## src/rtl/br_checkpoint_ctrl_pkg.sv

```systemverilog
// ---------------------------------------------------------------------------
// br_checkpoint_ctrl_pkg
// Shared definitions for the branch-checkpoint controller and its slots:
// the physical tag width, the default number of checkpoint slots, the layout
// of one stored checkpoint, and a helper that compares a full tag table
// against the two CDB broadcast tags.
// ---------------------------------------------------------------------------
`ifndef N_ENTRY_ROB
`define N_ENTRY_ROB 32
`endif

package br_checkpoint_ctrl_pkg;

  localparam int TAG_W          = $clog2(`N_ENTRY_ROB + 33);
  localparam int N_CKPT_DEFAULT = 4;
  localparam int N_ARCH_REG     = 32;
  // The zero register never waits on a producer.
  localparam int ZERO_REG       = 31;

  typedef struct packed {
    logic                             valid;
    logic                             resolved;
    logic [N_ARCH_REG-1:0]            ready;
    logic [N_ARCH_REG-1:0][TAG_W-1:0] tag;
  } ckpt_entry_t;

  // One bit per architectural register: set when that register's tag is
  // being broadcast on either CDB port this cycle.
  function automatic logic [N_ARCH_REG-1:0] cdbMatch(
    input logic [N_ARCH_REG-1:0][TAG_W-1:0] tags,
    input logic [TAG_W-1:0]                 cdb0,
    input logic [TAG_W-1:0]                 cdb1
  );
    logic [N_ARCH_REG-1:0] hits;
    hits = '0;
    for (int i = 0; i < N_ARCH_REG; i++) begin
      hits[i] = (tags[i] == cdb0) || (tags[i] == cdb1);
    end
    return hits;
  endfunction

endpackage

```

## src/rtl/br_checkpoint_ctrl_ckpt_slot.sv

```systemverilog
// ---------------------------------------------------------------------------
// ckpt_slot
// One checkpoint entry of the branch-checkpoint store.
// Ports:
//   clock, reset    clock and synchronous active-high reset
//   clear_i         pipeline flush: drop the entry
//   write_i         capture a new snapshot (valid=1, resolved=0)
//   writeReady_i    ready-bit snapshot to capture
//   writeTag_i      tag snapshot to capture
//   cdb0_i, cdb1_i  completing tags; matching registers become ready
//   invalidate_i    drop the entry (retire or mispredict squash)
//   setResolved_i   the branch owning this entry resolved correctly
//   entry_o         current stored entry
// ---------------------------------------------------------------------------
module ckpt_slot
  import br_checkpoint_ctrl_pkg::*;
(
  input  logic                             clock,
  input  logic                             reset,
  input  logic                             clear_i,
  input  logic                             write_i,
  input  logic [N_ARCH_REG-1:0]            writeReady_i,
  input  logic [N_ARCH_REG-1:0][TAG_W-1:0] writeTag_i,
  input  logic [TAG_W-1:0]                 cdb0_i,
  input  logic [TAG_W-1:0]                 cdb1_i,
  input  logic                             invalidate_i,
  input  logic                             setResolved_i,
  output ckpt_entry_t                      entry_o
);

  ckpt_entry_t entry_q, entry_d;

  // Next-state of the entry. A write loads a fresh snapshot; otherwise a live
  // entry keeps absorbing CDB wakeups so that a later recovery restores
  // up-to-date ready bits. Flush overrides everything except reset.
  always_comb begin
    entry_d = entry_q;
    if (write_i) begin
      entry_d.valid           = 1'b1;
      entry_d.resolved        = 1'b0;
      entry_d.tag             = writeTag_i;
      entry_d.ready           = writeReady_i;
      entry_d.ready[ZERO_REG] = 1'b1;
    end else begin
      if (entry_q.valid) begin
        entry_d.ready = entry_q.ready | cdbMatch(entry_q.tag, cdb0_i, cdb1_i);
      end
      if (setResolved_i) begin
        entry_d.resolved = 1'b1;
      end
      if (invalidate_i) begin
        entry_d.valid = 1'b0;
      end
    end
    if (clear_i) begin
      entry_d.valid = 1'b0;
    end
  end

  // Entry register with synchronous reset to an empty slot.
  always_ff @(posedge clock) begin
    if (reset) begin
      entry_q <= '0;
    end else begin
      entry_q <= entry_d;
    end
  end

  assign entry_o = entry_q;

endmodule

```

## src/rtl/br_checkpoint_ctrl.sv

```systemverilog
// ---------------------------------------------------------------------------
// br_checkpoint_ctrl
// Branch-checkpoint store for the rename map table. Each dispatched branch
// gets a snapshot of the map table in a circular buffer of N_CKPT slots;
// a mispredict drives that snapshot back into the map table and squashes
// the mispredicted checkpoint plus every younger one.
// Ports:
//   clock, reset            clock and synchronous active-high reset
//   br_dispatch             branch dispatched: take a snapshot
//   snap_ready_table/_tag_  snapshot from the map table
//   CDB_in_0, CDB_in_1      completing tags
//   br_resolve_valid/_id    a branch resolved, and its checkpoint id
//   br_mispredict           that branch was mispredicted
//   flush                   full pipeline flush
//   ckpt_id_out             id the dispatching branch receives (tail)
//   ckpt_full               no free slot
//   ckpt_count              number of live checkpoints
//   recovery_br             map-table recovery request
//   recovery_*_table        tables to restore (zero when not recovering)
// ---------------------------------------------------------------------------
module br_checkpoint_ctrl
  import br_checkpoint_ctrl_pkg::*;
#(
  parameter int N_CKPT = N_CKPT_DEFAULT,
  parameter int CKPT_W = $clog2(N_CKPT)
) (
  input  logic                             clock,
  input  logic                             reset,
  input  logic                             br_dispatch,
  input  logic [N_ARCH_REG-1:0]            snap_ready_table,
  input  logic [N_ARCH_REG-1:0][TAG_W-1:0] snap_tag_table,
  input  logic [TAG_W-1:0]                 CDB_in_0,
  input  logic [TAG_W-1:0]                 CDB_in_1,
  input  logic                             br_resolve_valid,
  input  logic [CKPT_W-1:0]                br_resolve_id,
  input  logic                             br_mispredict,
  input  logic                             flush,
  output logic [CKPT_W-1:0]                ckpt_id_out,
  output logic                             ckpt_full,
  output logic [CKPT_W:0]                  ckpt_count,
  output logic                             recovery_br,
  output logic [N_ARCH_REG-1:0]            recovery_ready_table,
  output logic [N_ARCH_REG-1:0][TAG_W-1:0] recovery_Tag_table
);

  logic [CKPT_W-1:0] head_q, head_d;
  logic [CKPT_W-1:0] tail_q, tail_d;
  logic [CKPT_W:0]   count_q, count_d;

  ckpt_entry_t       entries [N_CKPT];
  logic [N_CKPT-1:0] slotValid;
  logic [N_CKPT-1:0] slotResolved;
  logic [N_CKPT-1:0] slotWrite;
  logic [N_CKPT-1:0] slotInvalidate;
  logic [N_CKPT-1:0] slotSetResolved;
  logic [CKPT_W-1:0] slotAge [N_CKPT];

  ckpt_entry_t       resEntry;
  logic              correctResolve;
  logic              retire;
  logic              alloc;
  logic [CKPT_W-1:0] misAge;

  for (genvar j = 0; j < N_CKPT; j++) begin : gSlot
    ckpt_slot uSlot (
      .clock        (clock),
      .reset        (reset),
      .clear_i      (flush),
      .write_i      (slotWrite[j]),
      .writeReady_i (snap_ready_table),
      .writeTag_i   (snap_tag_table),
      .cdb0_i       (CDB_in_0),
      .cdb1_i       (CDB_in_1),
      .invalidate_i (slotInvalidate[j]),
      .setResolved_i(slotSetResolved[j]),
      .entry_o      (entries[j])
    );
  end

  assign ckpt_full   = (count_q == (CKPT_W+1)'(N_CKPT));
  assign ckpt_id_out = tail_q;
  assign ckpt_count  = count_q;
  assign resEntry    = entries[br_resolve_id];

  // Recovery path is purely combinational so the map table can restore in
  // the resolve cycle. This cycle's CDB wakeups are folded into the restored
  // ready bits, otherwise they would be lost with the squashed state.
  always_comb begin
    recovery_br          = br_resolve_valid & br_mispredict & resEntry.valid & ~flush;
    recovery_ready_table = '0;
    recovery_Tag_table   = '0;
    if (recovery_br) begin
      recovery_Tag_table             = resEntry.tag;
      recovery_ready_table           = resEntry.ready
                                     | cdbMatch(resEntry.tag, CDB_in_0, CDB_in_1);
      recovery_ready_table[ZERO_REG] = 1'b1;
    end
  end

  // Per-slot control. Age is the distance from head, so "k and everything
  // younger" is every slot whose age is at least that of k. A mispredict on
  // the head itself must not also count as a retire.
  always_comb begin
    correctResolve = br_resolve_valid & ~br_mispredict & resEntry.valid & ~flush;
    alloc          = br_dispatch & ~ckpt_full & ~recovery_br & ~flush;
    misAge         = br_resolve_id - head_q;
    for (int j = 0; j < N_CKPT; j++) begin
      slotValid[j]    = entries[j].valid;
      slotResolved[j] = entries[j].resolved;
      slotAge[j]      = CKPT_W'(j) - head_q;
    end
    retire = slotValid[head_q] & slotResolved[head_q] & ~flush
           & ~(recovery_br && (br_resolve_id == head_q));
    for (int j = 0; j < N_CKPT; j++) begin
      slotWrite[j]       = alloc && (tail_q == CKPT_W'(j));
      slotSetResolved[j] = correctResolve && (br_resolve_id == CKPT_W'(j));
      slotInvalidate[j]  = (retire && (head_q == CKPT_W'(j)))
                        || (recovery_br && (slotAge[j] >= misAge));
    end
  end

  // Pointer and occupancy update. Flush empties the store; a mispredict
  // rewinds tail to the squashed id and drops any same-cycle dispatch;
  // otherwise allocation and retirement move tail and head independently.
  always_comb begin
    head_d  = head_q;
    tail_d  = tail_q;
    count_d = count_q;
    if (flush) begin
      head_d  = '0;
      tail_d  = '0;
      count_d = '0;
    end else if (recovery_br) begin
      tail_d  = br_resolve_id;
      head_d  = head_q + CKPT_W'(retire);
      count_d = {1'b0, misAge} - (CKPT_W+1)'(retire);
    end else begin
      tail_d  = tail_q + CKPT_W'(alloc);
      head_d  = head_q + CKPT_W'(retire);
      count_d = count_q + (CKPT_W+1)'(alloc) - (CKPT_W+1)'(retire);
    end
  end

  // Pointer registers with synchronous reset.
  always_ff @(posedge clock) begin
    if (reset) begin
      head_q  <= '0;
      tail_q  <= '0;
      count_q <= '0;
    end else begin
      head_q  <= head_d;
      tail_q  <= tail_d;
      count_q <= count_d;
    end
  end

endmodule

```

## config.mk

```make
export PLATFORM = sky130hd
export DESIGN_NAME = br_checkpoint_ctrl
export DESIGN_NICKNAME = d
export VERILOG_FILES = /design/src/rtl/br_checkpoint_ctrl_pkg.sv /design/src/rtl/br_checkpoint_ctrl_ckpt_slot.sv /design/src/rtl/br_checkpoint_ctrl.sv
export SDC_FILE = /design/constraint.sdc
export NUM_CORES = 2
export LEC_CHECK = 0
export CAP_MARGIN = 20
export CORE_ASPECT_RATIO = 0.9
export CORE_UTILIZATION = 51
export CTS_CLUSTER_SIZE = 30
export DETAILED_ROUTE_END_ITERATION = 10
export PLACE_DENSITY = 0.75
export SYNTH_ARGS = -nofsm -noshare
export SYNTH_HDL_FRONTEND = slang
export SYNTH_SLANG_ARGS = --single-unit
export TNS_END_PERCENT = 1
```

## constraint.sdc

```tcl
create_clock -name clock -period 5.3 [get_ports clock]
set_clock_uncertainty 0.15 [all_clocks]
set_input_delay 1.06 -clock clock [delete_from_list [all_inputs] [get_ports clock]]
set_output_delay 1.06 -clock clock [all_outputs]
set_load 0.005 [all_outputs]
```

==> metrics <==
Starting Density 0.5175; vias per cell 6.302; Setup crit end kind output pin; Post-route DRC 0; number of antenna violations at the first check in global routing 30; final cycle utilization of the critical path 0.9695; complex-gate fraction of the synthesized area 0.09638; clk buf depth 3; Reg area 20720 um2; CP Class primary input to output pin; crit path max fanout 27; Resized Gates After CTS 0; largest net degree at the start of global routing 133; # rows 126; GRT overflow 0; leakage power total 27.35 nW; commonest non-fill, non-tap cell in the layout nand2_1; hold-fix buffers at CTS 0; RePlAce Congestion 0.9701; vias in the first global route 63180; I/O pin count 541; DRT Pass-1 Iters 8; RSZ-0062 raised after global routing no; Top delay family on crit path buffers and inverters; Die Span Y 349.1 um; CP max stage cell clkdlybuf4s50_1; CP Launch Type primary input; mux contribution to synthesized area 0.08476; htree depth 3; core area 132000 um2; Clock Latency Late Sink 750 ps; Area Overhead vs Synth 17.58%; number of post-CTS setup repair buffers 0; CTS tree done; Yosys cell types 40; clock-pin slew on the worst setup and hold paths about 60 ps; ratio of cells with drive above 1 in the final layout 0.08973; DR vias 65570; Ys Warns 0; worst-margin pin slew 1078 ps; Tmin final 5138 ps; syn_nets 8592; Die W just under 400 um; Area contributors post-synth dfxtp_1 30%, xnor2_1 15%, xor2_1 13%; Num CTS Buffers 112; register area share after synthesis 0.3034; Yosys top cell area share 0.3034; CP required just over 4000 ps; Yosys top cell by area dfxtp_1; worst-path cell chain buf_8 -> buf_12 -> mux4_2 -> xor2_1 -> nor4_1 -> nand4_1 -> a31oi_1 -> clkdlybuf4s50_1; drt wl/cell between 20 and 30 um; Worst Hold Class flip-flop to flip-flop; worst hold slack 307.0 ps; Max VDD drop 0.0002097 V; Mapped Cells between 8000 and 9000; Synth Area in Simple Gates 0.1851; Avg Inst Size Synth 8.230 um2; pwr/cell area 236.6 nW/um2; clock sink count a little over 1000; number of DRC markers in iteration 0 ~8500; mapped cell area 68290 um2; synthesized-area fraction occupied by adder cells 0.003445; critical path's largest stage delay 620 ps; final setup vio count 0; Achievable Freq 194.6 MHz; max_slew headroom 0.2815; max-cap violations 0; multi-input gate area in the final layout 44340 um2; Setup TNS Final 0 ps; Antenna Nets Post-Route 0; max-slew violations 0; PortBufs 539; main combinational cell family by area after synthesis XOR/XNOR gates; final hold violation count 0; CTS root buffer clkbuf_16; most frequent cells in the layout 1799 x nand2_1, 1182 x xnor2_1, 1031 x dfxtp_1; nets 8868; Routed Wire Length 264.9 mm; Seq cells post-synth between 1000 and 1500; first-pass GRT wire length 397.2 mm; worst path bufs/invs 3; xor/xnor share of the synthesized area 0.2790; outcome finished clean; gr usage total 0.3784; CP arrival 3930 ps; fillers 11270; post-DP HPWL 173.7 mm; DIE AREA 135400 um2
## Yosys cell counts (all sizes together)
cell type  count
o221ai         2
xor2         993
nand2       1799
mux4         257
and3           2
xnor2       1182
a21boi         1
nand4        310
a21oi        903
ha            14
a221o          2
or2            1
fa             3
nor2         132
dfxtp       1035
buf          239
a311o          2
nand3b         2
o21ai        125
clkinv         2
inv          139
nor4         310
or3            1
a211oi         5
a211o          1
a311oi       124
nor3b          3
a31oi         33
and2         224
nor3           6
nand2b         2
nand3          1
clkbuf       442
## area by class of cell
| cell class | instances | share of cell area |
|---|---|---|
| Inverter | 141 | 0.006670 |
| Timing Repair Buffer | 843 | 0.1096 |
| Antenna cell | 17 | 0.0005298 |
| Clock buffer | 164 | 0.04150 |
| Multi-Input combinational cell | 6440 | 0.5523 |
| Sequential cell | 1035 | 0.2581 |
| Tap cell | 1728 | 0.02693 |
| Clock inverter | 36 | 0.004363 |
## flip-flops by register name, indices dropped and copies added, names as in the netlist
| name | flops |
|---|---|
| gSlot.uSlot.entry_o | 1028 |
| ckpt_count | 3 |
| ckpt_id_out | 2 |
| head_q | 2 |
## metal layers
layer	up-vias	track usage	wire (um)
li1	28460	-	-
met1	31540	0.4991	101500
met2	4561	0.5695	113700
met3	988	0.09044	33660
met4	18	0.2057	15880
met5	-	0	119
## stage by stage
stage,utilization,std cells,area (um2),power (W),setup slack (ps)
after floorplan,-,8297,68290,0.009939,858.8
after global placement,0.5803,10190,76570,0.01102,226.2
after detailed placement,0.5803,10190,76570,0.01107,220.3
after CTS,0.6082,10390,80250,0.01894,213.2
after global routing,0.6084,10400,80280,0.01949,75.00
final,0.6085,10400,80290,0.01900,161.8
## where the power goes
group | switching (W) | leakage [nW] | internal (W)
Clock | 0.00344 | 1.81 | 0.00457
Combinational | 0.00173 | 17.2 | 0.00119
Sequential | 0.000168 | 8.37 | 0.00791
## logic make-up (layout without fill, tap and decap cells)
logic type,count (synthesis),after routing
other,0,17
DFF,1035,1035
and+or+nand+nor,2793,2793
muxes,257,257
AOI/OAI and AO/OA,1198,1198
adders and majority gates,17,17
xor gates and xnor gates,2175,2175
buffers and inverters,822,1184
## worst reg2reg max path: cells and delay by family (launching register included)
kind | cells | cell delay (ps)
flops | 1 | 320
compound gates | 2 | 590
mux | 1 | 490
buf+inv | 3 | 1060
xor+xnor | 1 | 140
fa+ha+maj | 3 | 780
simple gates | 1 | 130
## final timing paths
path | from | to | slack (ps) | cells past startpoint
setup / recovery | br_resolve_id[0] | recovery_ready_table[5] | 160 | 8
hold / removal | gSlot[1].uSlot.entry_o[219] | gSlot[1].uSlot.entry_o[219] | 310 | 2
setup reg to reg | gSlot[1].uSlot.entry_o[257] | ckpt_count[2] | 1570 | 11
hold reg to reg | gSlot[1].uSlot.entry_o[219] | gSlot[1].uSlot.entry_o[219] | 310 | 2
Note: power is estimated with default switching activity, not from simulation.
